==> src/rtl/alu_mdu_controller.sv <==
// ALU operation decoder plus iterative RV-M multiply/divide unit for EX.
// Ports: clk, rst_n, ALUOp/Funct7/Funct3/is_rtype -> Operation; in_valid/in_ready,
// op_a/op_b accept M-ops; out_valid/out_ready/mdu_result return them; flush aborts;
// mdu_stall freezes IF/ID/EX while an M-op is pending.
module alu_mdu_controller #(
    parameter int XLEN     = 32,
    parameter bit ENABLE_M = 1'b1
) (
    input  logic            clk,
    input  logic            rst_n,
    input  logic [1:0]      ALUOp,
    input  logic [6:0]      Funct7,
    input  logic [2:0]      Funct3,
    input  logic            is_rtype,
    input  logic            in_valid,
    output logic            in_ready,
    input  logic [XLEN-1:0] op_a,
    input  logic [XLEN-1:0] op_b,
    input  logic            flush,
    output logic [3:0]      Operation,
    output logic            mdu_stall,
    output logic            out_valid,
    input  logic            out_ready,
    output logic [XLEN-1:0] mdu_result
);
    localparam int CW = $clog2(XLEN + 2);

    typedef enum logic [2:0] {S_IDLE, S_MUL, S_DIV, S_FIX, S_DONE} state_t;

    state_t              state, state_n;
    logic [CW-1:0]       cnt;
    logic [XLEN-1:0]     a_reg, b_reg, res;
    logic [2:0]          f3_reg;
    logic                neg_a, neg_b;
    logic [2*XLEN-1:0]   p;

    logic m_op, accept;
    assign m_op   = ENABLE_M && (ALUOp == 2'b10) && is_rtype && (Funct7 == 7'b0000001);
    assign accept = in_valid && (state == S_IDLE) && m_op && !flush;

    always_comb begin
        Operation = 4'b0000;
        case (ALUOp)
            2'b00: Operation = 4'b0010;
            2'b01: Operation = 4'b1000;
            2'b11: Operation = 4'b0000;
            default: begin
                if (!m_op) begin
                    case (Funct3)
                        3'b000: Operation = (is_rtype && Funct7[5]) ? 4'b0110 : 4'b0010;
                        3'b001: Operation = 4'b0100;
                        3'b010: Operation = 4'b1100;
                        3'b100: Operation = 4'b0011;
                        3'b101: Operation = Funct7[5] ? 4'b0111 : 4'b0101;
                        3'b110: Operation = 4'b0001;
                        default: Operation = 4'b0000;
                    endcase
                end
            end
        endcase
    end

    // Operand signedness: MULH s*s, MULHSU s*u, MULHU u*u; DIV/REM signed, DIVU/REMU not.
    logic            sign_a, sign_b, na, nb;
    logic [XLEN-1:0] mag_a, mag_b;
    assign sign_a = f3_reg[2] ? ~f3_reg[0] : (f3_reg[1:0] != 2'b11);
    assign sign_b = f3_reg[2] ? ~f3_reg[0] : ~f3_reg[1];
    assign na     = sign_a & a_reg[XLEN-1];
    assign nb     = sign_b & b_reg[XLEN-1];
    assign mag_a  = na ? (0 - a_reg) : a_reg;
    assign mag_b  = nb ? (0 - b_reg) : b_reg;

    // p holds {accumulator, multiplier} for MUL and {remainder, dividend/quotient} for DIV.
    logic [XLEN:0]     msum, trial;
    logic [2*XLEN-1:0] mul_next, div_next;
    assign msum     = {1'b0, p[2*XLEN-1:XLEN]} + (p[0] ? {1'b0, b_reg} : '0);
    assign mul_next = {msum, p[XLEN-1:1]};
    assign trial    = {p[2*XLEN-1:XLEN], p[XLEN-1]} - {1'b0, b_reg};
    assign div_next = trial[XLEN] ? {p[2*XLEN-2:0], 1'b0}
                                  : {trial[XLEN-1:0], p[XLEN-2:0], 1'b1};

    logic [2*XLEN-1:0] prod;
    logic [XLEN-1:0]   q_out, r_out, fix_val;
    assign prod  = (neg_a ^ neg_b) ? (0 - p) : p;
    assign q_out = ((neg_a ^ neg_b) && (b_reg != '0)) ? (0 - p[XLEN-1:0]) : p[XLEN-1:0];
    assign r_out = neg_a ? (0 - p[2*XLEN-1:XLEN]) : p[2*XLEN-1:XLEN];
    assign fix_val = f3_reg[2] ? (f3_reg[1] ? r_out : q_out)
                               : ((f3_reg[1:0] == 2'b00) ? prod[XLEN-1:0] : prod[2*XLEN-1:XLEN]);

    always_ff @(posedge clk or negedge rst_n) begin
        if (!rst_n) state <= S_IDLE;
        else        state <= state_n;
    end

    always_comb begin
        state_n = state;
        if (flush) begin
            state_n = S_IDLE;
        end else begin
            case (state)
                S_IDLE:        if (accept) state_n = Funct3[2] ? S_DIV : S_MUL;
                S_MUL, S_DIV:  if (cnt == CW'(XLEN)) state_n = S_FIX;
                S_FIX:         state_n = S_DONE;
                S_DONE:        if (out_ready) state_n = S_IDLE;
                default:       state_n = S_IDLE;
            endcase
        end
    end

    // cnt 0 is a setup cycle taking magnitudes; cnt 1..XLEN are the iterations.
    always_ff @(posedge clk or negedge rst_n) begin
        if (!rst_n) begin
            cnt    <= '0;
            a_reg  <= '0;
            b_reg  <= '0;
            f3_reg <= '0;
            neg_a  <= 1'b0;
            neg_b  <= 1'b0;
            p      <= '0;
            res    <= '0;
        end else if (flush) begin
            cnt <= '0;
            res <= '0;
        end else begin
            case (state)
                S_IDLE: begin
                    res <= '0;
                    if (accept) begin
                        a_reg  <= op_a;
                        b_reg  <= op_b;
                        f3_reg <= Funct3;
                        cnt    <= '0;
                    end
                end
                S_MUL, S_DIV: begin
                    cnt <= cnt + CW'(1);
                    if (cnt == '0) begin
                        neg_a <= na;
                        neg_b <= nb;
                        p     <= {{XLEN{1'b0}}, mag_a};
                        b_reg <= mag_b;
                    end else if (state == S_MUL) begin
                        p <= mul_next;
                    end else begin
                        p <= div_next;
                    end
                end
                S_FIX:  res <= fix_val;
                S_DONE: begin
                    if (out_ready) begin
                        res <= '0;
                        cnt <= '0;
                    end
                end
                default: res <= '0;
            endcase
        end
    end

    assign in_ready   = (state == S_IDLE);
    assign out_valid  = (state == S_DONE) && !flush;
    assign mdu_result = res;
    assign mdu_stall  = ((state == S_IDLE) && in_valid && m_op) || (state == S_MUL)
                      || (state == S_DIV) || (state == S_FIX)
                      || ((state == S_DONE) && !out_ready);
endmodule

==> config.mk <==
export PLATFORM = sky130hd
export DESIGN_NAME = alu_mdu_controller
export DESIGN_NICKNAME = d
export VERILOG_FILES = /design/src/rtl/alu_mdu_controller.sv
export SDC_FILE = /design/constraint.sdc
export NUM_CORES = 1
export LEC_CHECK = 0
export BUFFER_PORTS_ARGS = -buffer_cell sky130_fd_sc_hd__buf_2
export CAP_MARGIN = 0
export CORE_MARGIN = 3
export CORE_UTILIZATION = 40
export CTS_BUF_LIST = sky130_fd_sc_hd__clkbuf_8
export DETAILED_ROUTE_END_ITERATION = 8
export GPL_ROUTABILITY_DRIVEN = 0
export PLACE_DENSITY = 0.64
export SLEW_MARGIN = 10
export SYNTH_ARGS = -nofsm -noshare
export SYNTH_HDL_FRONTEND = slang
export SYNTH_SLANG_ARGS = --single-unit
==> constraint.sdc <==
create_clock -name clk -period 4.2 [get_ports clk]
set_input_delay 0.84 -clock clk [delete_from_list [all_inputs] [get_ports clk]]
set_output_delay 0.84 -clock clk [all_outputs]
set_load 0.01 [all_outputs]
==> impl_metrics.toml, run 1 <==
[outcome]
run_status = "finished, final reports clean"

[timing]
max_freq_mhz = 251.7
finalCritPeriodShare_pct = 94.60
setup_violations = 0
fin_crit_ns = 3.973
worst_pin_slew_ns = 1.186
rsz0062_at_grt = "no"
finClkSkew_ns = 0.01370
final_max_slew_viol_count = 0
finalSetupTns_ns = 0
relSlewSlack_pct = 20.32
hold_violations = 0

[critical_path]
r2r_start = "p[31]$_DFFE_PN0P_"
critPathLaunchType = "flip-flop"
crit_required_ns = 4.61
critical_path.max_fanout = 6
rr_endpoint = "p[61]$_DFFE_PN0P_"
end_kind = "flip-flop"
r2r_slack_ns = 0.23
crit_type = "reg2reg"
arrival_ns = 4.38
worst_r2r_path_depth = 12

[clock_tree]
cts_hold_buf = 0
h-tree-depth = 4
cts_buffers = 17
cts_tree = "built"
cts_resized = 0
cts_root_buf = "clkbuf_8"
clk_latency_ns = 0.50
post_cts_buffers = 0
cts.sinks = 174
cts_buffer_depth = 2
path_clk_slew_ns = 0.11

[routing]
firstDrtPassIters = 5
final_antenna_net_count = 0
drt_wl_total_um = 56820
drcViolationCount = 0
wl_per_cell_um = 21.05
vias_per_cell = 6.146
drt_iter0_markers = 1857
vias = 16590

[die]
num_rows = 72
ios = 121
initial_core_util_pct = 41.00
die_h_um = 206.2
dieArea_um2 = 42510
core-area_um2 = 39100
fp.dieW_um = 206.2

[synthesis]
synth-main-ff-cell = "dfrtp_1"
ys_seq_elements = 174
syn_avg_cell_area_um2 = 7.526
yosysUniqueCellTypes = 77
syn_nets = 2284
synth-edff-count = 0
synth-async-reset-ratio_pct = 100.0
syn_inst = 2130
netlist_area_um2 = 16030
ys_warn_count = 0
yosysSeqAreaShare_pct = 27.16

[layout]
multi_input_area_um2 = 10850
regArea_um2 = 4354
layout-drive-gt1-share_pct = 13.20
largest_reg_flops = 64
diodes = 0
top_register = "p"
synthToLayoutAreaGrowth_pct = 9.881
fin_cells = 2699
final_core_util_pct = 45.05
nets = 2322
fillers = 3963

[grt]
grt_pass1_wl_um = 88380
antenna_found_initial = 0
grt_overflow = 0
grt_max_degree = 82
grt_util_met2_pct = 39.25
met1_usage_pct = 38.28
grt_usage_pct = 26.29
top_usage_layer = "met2"
met3_usage_pct = 4.631
grt_pass1_vias = 15470

[worst_hold_path]
hold_path.class = "in2async"

[power]
p_leak_nw = 7.926
ir_drop_mv = 0.4439
power_density_nw_per_um2 = 743.7

[place]
dp.cells = 2667
hpwl_um = 42450
port_buffers = 120

[job]
maxCapViolations = 0
==> final cells by class <==
cell class              count  share of cell area [%]
flip-flops and latches    174                   24.72
repair buffers            182                   6.230
inverters                  65                   1.385
clock buffers              20                   1.563
multi-input cells        1728                   61.60
well taps                 518                   3.680
clock inverters            12                  0.8240
==> stage by stage <==
stage | worst slack [ns] | cell area, um^2 | total power, mW | hold slack (ns)
finish | 0.2268 | 17610 | 13.10 | 0.2839
global route | 0.01207 | 17610 | 13.99 | 0.3172
CTS | 0.2600 | 17610 | 12.85 | 0.2962
detailed placement | 0.2834 | 17190 | 11.48 | 0.4957
global placement | 0.4563 | 17190 | 11.34 | 0.4878
floorplan | 0.5795 | 16030 | 8.944 | 0.4805
==> worst max-delay path: stages (launching register included) <==
cell       delay, ns
dfrtp_1         0.47
inv_1           0.10
ha_1            0.22
fa_1            0.40
nand2b_1        0.20
a21oi_1         0.26
o21ai_1         0.18
o2111ai_1       0.43
a31oi_1         0.29
xnor2_1         0.54
nand2_1         0.26
or3b_1          0.44
o211ai_1        0.10
==> routing by layer <==
| layer | up-vias | share of wire (%) |
|---|---|---|
| li1 | 7708 | - |
| met1 | 7881 | 44 |
| met2 | 888 | 43 |
| met3 | 112 | 9.5 |
| met4 | 0 | 3.2 |
| met5 | - | 0 |
==> Yosys cell counts (all sizes together), types with 14 or more instances <==
library cell | instances | area [um^2]
xor2 | 104 | 910.9
or3 | 27 | 173.9
clkbuf | 139 | 521.8
a31oi | 21 | 131.4
o21ai | 180 | 908.4
nand4 | 20 | 137.6
buf | 24 | 115.1
nor2 | 206 | 778.2
mux2 | 37 | 416.7
a21o | 33 | 247.7
and3 | 14 | 87.58
nand2 | 256 | 960.9
and2 | 16 | 100.1
o211ai | 27 | 202.7
nand2b | 20 | 125.1
a21oi | 233 | 1170
inv | 65 | 244.0
nand3 | 34 | 170.2
nor3 | 54 | 275.3
dfrtp | 174 | 4354
xnor2 | 94 | 823.3
a221oi | 16 | 146.4
nor4 | 19 | 152.7
o22ai | 30 | 187.7
a22oi | 25 | 187.7
ha | 70 | 875.8
o31ai | 21 | 157.7
==> where the power goes <==
group	switching [mW]	leakage, nW	total (mW)	internal [mW]
Sequential	0.599	2.34	2.62	2.02
Combinational	5.95	5.37	9.14	3.20
Clock	0.737	0.219	1.33	0.595
==> worst max path at each step <==
stage	from	to	cells past startpoint
after global placement	p[31]$_DFFE_PN0P_	p[61]$_DFFE_PN0P_	12
after global routing	p[31]$_DFFE_PN0P_	p[61]$_DFFE_PN0P_	12
final	p[31]$_DFFE_PN0P_	p[61]$_DFFE_PN0P_	12
after floorplan	p[0]$_DFFE_PN0P_	p[63]$_DFFE_PN0P_	16
after detailed placement	p[31]$_DFFE_PN0P_	p[61]$_DFFE_PN0P_	12
after CTS	p[31]$_DFFE_PN0P_	p[61]$_DFFE_PN0P_	12
==> cells in the final DEF, fill, tap and decap left out, drive strengths merged, types with 11 or more instances in the layout <==
| cell | count |
|---|---|
| o31ai | 21 |
| o22ai | 30 |
| o211ai | 27 |
| or3 | 27 |
| or2 | 11 |
| o21ai | 180 |
| nor2 | 206 |
| ha | 70 |
| a21o | 33 |
| a221oi | 16 |
| a31oi | 21 |
| nor3 | 54 |
| nand4 | 20 |
| and2 | 16 |
| and3 | 14 |
| a22oi | 25 |
| xnor2 | 94 |
| nand2 | 256 |
| nand2b | 20 |
| xor2 | 104 |
| o21a | 13 |
| nand3 | 34 |
| clkbuf | 20 |
| nor2b | 13 |
| buf | 182 |
| mux2 | 37 |
| nor4 | 19 |
| inv | 73 |
| or4 | 12 |
| dfrtp | 174 |
| a21oi | 233 |
==> logic make-up (layout without fill, tap and decap cells) <==
kind of cell / after synthesis / count (layout) / synth area share (%)
xor+xnor: 198 / 198 / 10.82
buf+inv: 228 / 279 / 5.495
simple gates: 731 / 731 / 21.61
fa+ha+maj: 72 / 72 / 5.713
mux: 45 / 45 / 3.099
flops: 174 / 174 / 27.16
compound gates: 682 / 682 / 26.10
Power figures use the tool's default switching activity.
==> run 2: changes to the inputs <==
Settings changed: ABC_CLOCK_PERIOD_IN_PS set to 4200, REMOVE_ABC_BUFFERS set to 1.
==> run 2 against run 1 <==
Against the previous run: cell count shrank 0.41%; clock skew grew 0.0016 ns; sequential power is essentially flat; clock-buffer cell count shrank 2; highest routed layer unchanged; sequential share of layout area grew 0.18 points; hold slack gained 0.044 ns; routed wire length shrank 7.4%; non-clock buffer count shrank 13; clock power shrank 5%.
==> impl_metrics.toml, run 2 (same netlist as run 1, synthesis figures left out) <==
[clock_tree]
h-tree-depth = 4
clk_latency_ns = 0.53
cts_buffer_depth = 2
cts_root_buf = "clkbuf_8"
cts.sinks = 174
path_clk_slew_ns = 0.11
post_cts_buffers = 0
cts_tree = "built"
cts_hold_buf = 0
cts_buffers = 17

[timing]
relSlewSlack_pct = 20.78
fin_crit_ns = 3.850
rsz0062_at_grt = "no"
max_freq_mhz = 259.7
finClkSkew_ns = 0.01530
final_max_slew_viol_count = 0
worst_pin_slew_ns = 1.179
finalCritPeriodShare_pct = 91.67
hold_violations = 0
setup_violations = 0

[grt]
grt_pass1_vias = 15360
grt_max_degree = 79
grt_usage_pct = 24.90
grt_overflow = 0
antenna_found_initial = 3
grt_pass1_wl_um = 83950

[critical_path]
cp.buffers_inverters = 2
path_cells = "inv_1, ha_1, a21o_1, a211o_1, o21ai_1, o2111ai_1, a31oi_1, xnor2_1, buf_4, nand2_1, or3b_1, o211ai_1"
slowest_stage = "a31oi_1"
cpPeakStageDelay_ns = 0.52
cp_top_family = "compound AO/OA/AOI/OAI gates"
end_kind = "flip-flop"
rr_endpoint = "p[61]$_DFFE_PN0P_"
worst_r2r_path_depth = 12
r2r_start = "b_reg[5]$_DFFE_PN0P_"
critical_path.max_fanout = 16
arrival_ns = 4.30
critPathLaunchType = "flip-flop"
crit_type = "reg2reg"
r2r_slack_ns = 0.35
crit_required_ns = 4.65

[die]
dieArea_um2 = 42510
die_h_um = 206.2
fp.dieW_um = 206.2
core-area_um2 = 39100
initial_core_util_pct = 41.00
ios = 121
num_rows = 72

[routing]
vias = 16420
drt_iter0_markers = 1886
final_antenna_net_count = 0
firstDrtPassIters = 6
drt_wl_total_um = 52630
wl_per_cell_um = 19.58
vias_per_cell = 6.109
drcViolationCount = 0

[power]
p_leak_nw = 7.837
ir_drop_mv = 0.4901
power_density_nw_per_um2 = 730.8
total_power_mw = 12.78

[outcome]
run_status = "finished, final reports clean"

[layout]
nets = 2309
top_register = "p"
final_cell_mix = "nand2_1, a21oi_1, nor2_1, dfrtp_1, o21ai_0"
layout-drive-gt1-share_pct = 12.73
synthToLayoutAreaGrowth_pct = 9.101
largest_reg_flops = 64
fin_area_um2 = 17490
mostFrequentLayoutCell = "nand2_1"

[place]
placed_area_um2 = 17070
hpwl_um = 39600
port_buffers = 120

[worst_hold_path]
hold_path.class = "in2async"

[job]
maxCapViolations = 0
## run 2: cell count changes in the layout (fill, tap and decap cells not counted), sizes merged
| cell | delta |
|---|---|
| clkinvlp | +1 |
| clkinv | +2 |
| diode | +2 |
| buf | -13 |
| clkbuf | -2 |
| bufinv | -2 |
| inv | +1 |
## run 2: layout make-up
| class | instances | area (um^2) |
|---|---|---|
| timing repair buffer | 169 | 974.7 |
| fill | 3986 | 21610 |
| clock inverter | 14 | 158.9 |
| sequential | 174 | 4354 |
| multi-input combinational | 1728 | 10860 |
| clock buffer | 18 | 247.7 |
| tap | 518 | 648.1 |
| antenna | 2 | 5.005 |
| inverter | 65 | 244.0 |
## run 2: through the flow
step	setup slack (ns)	hold WS [ns]	util, %	std cells	TNS [ns]
6_report	0.3498	0.3275	44.73	2688	0
4_1_cts	0.2824	0.3415	44.70	2686	0
5_1_grt	0.1228	0.3647	44.73	2687	0
3_3_place_gp	0.4755	0.4765	43.66	2654	0
3_5_place_dp	0.3325	0.4885	43.66	2654	0
2_1_floorplan	-0.6674	0.4805	-	1967	-23.82
## run 2: layer usage
metal  share of wire [%]  up-vias  track usage [%]
li1                    -     7703                -
met1                  43     7831            34.33
met2                  45      752            39.23
met3                 7.9      136            3.654
met4                 3.9        0            10.11
met5                   0        -                0
## run 2: what timing repair did
action | CTS | global route
endpoints found under the hold margin | 0 | 0
gates resized for setup | 0 | 1
endpoints found under the setup margin | 0 | 2
## run 2: how the worst max path moves through the flow
stage	startpoint	endpoint	slack [ns]	cells past startpoint
floorplan	cnt[0]$_DFFE_PN0P_	b_reg[15]$_DFFE_PN0P_	-0.67	10
global placement	p[0]$_DFFE_PN0P_	p[63]$_DFFE_PN0P_	0.48	14
detailed placement	b_reg[0]$_DFFE_PN0P_	p[63]$_DFFE_PN0P_	0.33	15
CTS	b_reg[0]$_DFFE_PN0P_	p[63]$_DFFE_PN0P_	0.28	15
global route	b_reg[0]$_DFFE_PN0P_	p[63]$_DFFE_PN0P_	0.12	15
finish	b_reg[5]$_DFFE_PN0P_	p[61]$_DFFE_PN0P_	0.35	12
## run 2: where the power goes
| part | total (mW) | internal (mW) | switching (mW) |
|---|---|---|---|
| Clock | 1.27 | 0.470 | 0.799 |
| Sequential | 2.65 | 2.02 | 0.630 |
| Combinational | 8.86 | 3.11 | 5.74 |
==> run 3: changes to the inputs <==
Settings changed: ABC_CLOCK_PERIOD_IN_PS 4200 to 3400, PLACE_DENSITY 0.64 to not set, PLACE_DENSITY_LB_ADDON set to 0.05.
Clock period 4.2 ns to 3.4 ns, I/O delays scaled along.
==> run 3 against run 2 <==
Against the previous run: register-to-register slack worse by 0.23 ns; non-clock buffer count is 109 higher; largest power group unchanged; critical endpoint is now p[63]$_DFFE_PN0P_; critical path depth is 4 higher; cell area is 6.3% higher.
==> impl_metrics.toml, run 3 (same netlist as run 1, synthesis figures left out) <==
[timing]
final_max_slew_viol_count = 0
relSlewSlack_pct = 39.28
max_freq_mhz = 305.0
setup_violations = 0
finClkSkew_ns = 0.02139
finalCritPeriodShare_pct = 96.43
rsz0062_at_grt = "yes"
hold_violations = 0
worst_pin_slew_ns = 0.9086
fin_crit_ns = 3.278

[routing]
final_antenna_net_count = 0
drt_wl_total_um = 56580
drcViolationCount = 0
firstDrtPassIters = 5
drt_iter0_markers = 1382
vias = 16350
vias_per_cell = 5.853
wl_per_cell_um = 20.25

[die]
ios = 121
initial_core_util_pct = 41.00
core-area_um2 = 39100
num_rows = 72
fp.dieW_um = 206.2
dieArea_um2 = 42510
die_h_um = 206.2

[critical_path]
crit_type = "reg2reg"
arrival_ns = 3.74
endpoint = "p[63]$_DFFE_PN0P_"
cp_top_family = "compound AO/OA/AOI/OAI gates"
critPathLaunchType = "flip-flop"
crit_top_cell = "buf_4"
worst_r2r_path_depth = 16
path_cells = "inv_2, nor2_2, ha_2, inv_1, fa_2, nor2b_4, o2111ai_2, and3_4, o41ai_4, buf_4, a311oi_4, o31ai_2, buf_4, a21oi_1, o31ai_1, a32o_1"
cp.buffers_inverters = 4
critical_path.max_fanout = 4
end_kind = "flip-flop"
crit_required_ns = 3.86
r2r_slack_ns = 0.12
cpPeakStageDelay_ns = 0.42
rr_endpoint = "p[63]$_DFFE_PN0P_"
startpoint = "b_reg[0]$_DFFE_PN0P_"
r2r_start = "b_reg[0]$_DFFE_PN0P_"
critical_path_depth = 16
slowest_stage = "dfrtp_1"

[clock_tree]
cts_buffers = 17
cts_hold_buf = 0
cts.sinks = 174
clk_latency_ns = 0.54
cts_tree = "built"
path_clk_slew_ns = 0.10
cts_root_buf = "clkbuf_8"
h-tree-depth = 4
cts_buffer_depth = 2

[layout]
synthToLayoutAreaGrowth_pct = 15.92
largest_reg_flops = 64
fin_cells = 2794
diodes = 0
layout-drive-gt1-share_pct = 18.41
final_core_util_pct = 47.53
nets = 2418
final_cell_mix = "nand2_1, a21oi_1, nor2_1, dfrtp_1, buf_4"
top_register = "p"
mostFrequentLayoutCell = "nand2_1"

[grt]
antenna_found_initial = 1
grt_usage_pct = 26.70
grt_pass1_vias = 15740
grt_overflow = 0
grt_pass1_wl_um = 89020
grt_max_degree = 71

[power]
p_clk_share_pct = 9.6
power_density_nw_per_um2 = 905.6
p_switching_mw = 9.088
seq_power_share_pct = 18.2
pwr-share-comb_pct = 72.2
total_power_mw = 16.83
ir_drop_mv = 0.7637
internal-power_mw = 7.742
p_leak_nw = 8.484
switching_share_pct = 54.00

[outcome]
run_status = "finished, final reports clean"

[worst_hold_path]
hold_path.class = "in2async"

[job]
maxCapViolations = 0

[place]
hpwl_um = 43590
dp.cells = 2751
port_buffers = 120
## run 3: cell type report
type	count	area, um^2
Fill cell	3977	20510
Clock inverter	13	155.1
Tap cell	518	648.1
Timing Repair Buffer	278	1866
Sequential cell	174	4355
Inverter	65	244.0
Clock buffer	18	247.7
Multi-Input combinational cell	1728	11070
## run 3: worst min-delay path by stage
stage | startpoint | end | slack, ns | cells after the start
CTS | rst_n | b_reg[24]$_DFFE_PN0P_ | 0.17 | 1
finish | rst_n | b_reg[24]$_DFFE_PN0P_ | 0.16 | 1
floorplan | rst_n | a_reg[0]$_DFFE_PN0P_ | 0.38 | 0
global placement | mdu_result[8]$_DFFE_PN0P_ | mdu_result[8]$_DFFE_PN0P_ | 0.48 | 2
detailed placement | mdu_result[3]$_DFFE_PN0P_ | mdu_result[3]$_DFFE_PN0P_ | 0.49 | 2
global route | rst_n | b_reg[24]$_DFFE_PN0P_ | 0.18 | 1
## run 3: metrics by stage
stage          cell area (um^2)    TNS, ns  hold slack [ns]  worst slack (ns)
2_1_floorplan             15390     -81.16           0.3844            -1.467
3_3_place_gp              17870  -0.003874           0.4775         -0.003874
3_5_place_dp              17870   -0.03648           0.4878          -0.03648
4_1_cts                   18300          0           0.1670           0.01291
5_1_grt                   18580    -0.1070           0.1834          -0.06973
6_report                  18580          0           0.1560            0.1215
## run 3: timing repair
item | in CTS | in global routing
buffers inserted | 0 | 12
cloned | 0 | 0
pin swaps | 0 | 12
resized for setup | 3 | 52
setup endpoints to repair | 2 | 66
## run 3: per-layer routing
metal / vias to the layer above / track usage, % / part of all wire, %
met2: 445 / 42.31 / 46
met1: 7958 / 38.62 / 48
li1: 7897 / - / -
met3: 54 / 3.323 / 4.8
met5: - / 0 / 0
met4: 0 / 6.788 / 1.8
## run 3: power groups by stage
stage / clock network, mW / logic, mW / registers [mW]
6_report: 1.62 / 12.1 / 3.06
5_1_grt: 1.74 / 13.4 / 3.11
4_1_cts: 1.68 / 11.8 / 3.06
3_5_place_dp: 0 / 11.7 / 3.10
3_3_place_gp: 0 / 11.6 / 3.09
2_1_floorplan: 0 / 7.52 / 3.15
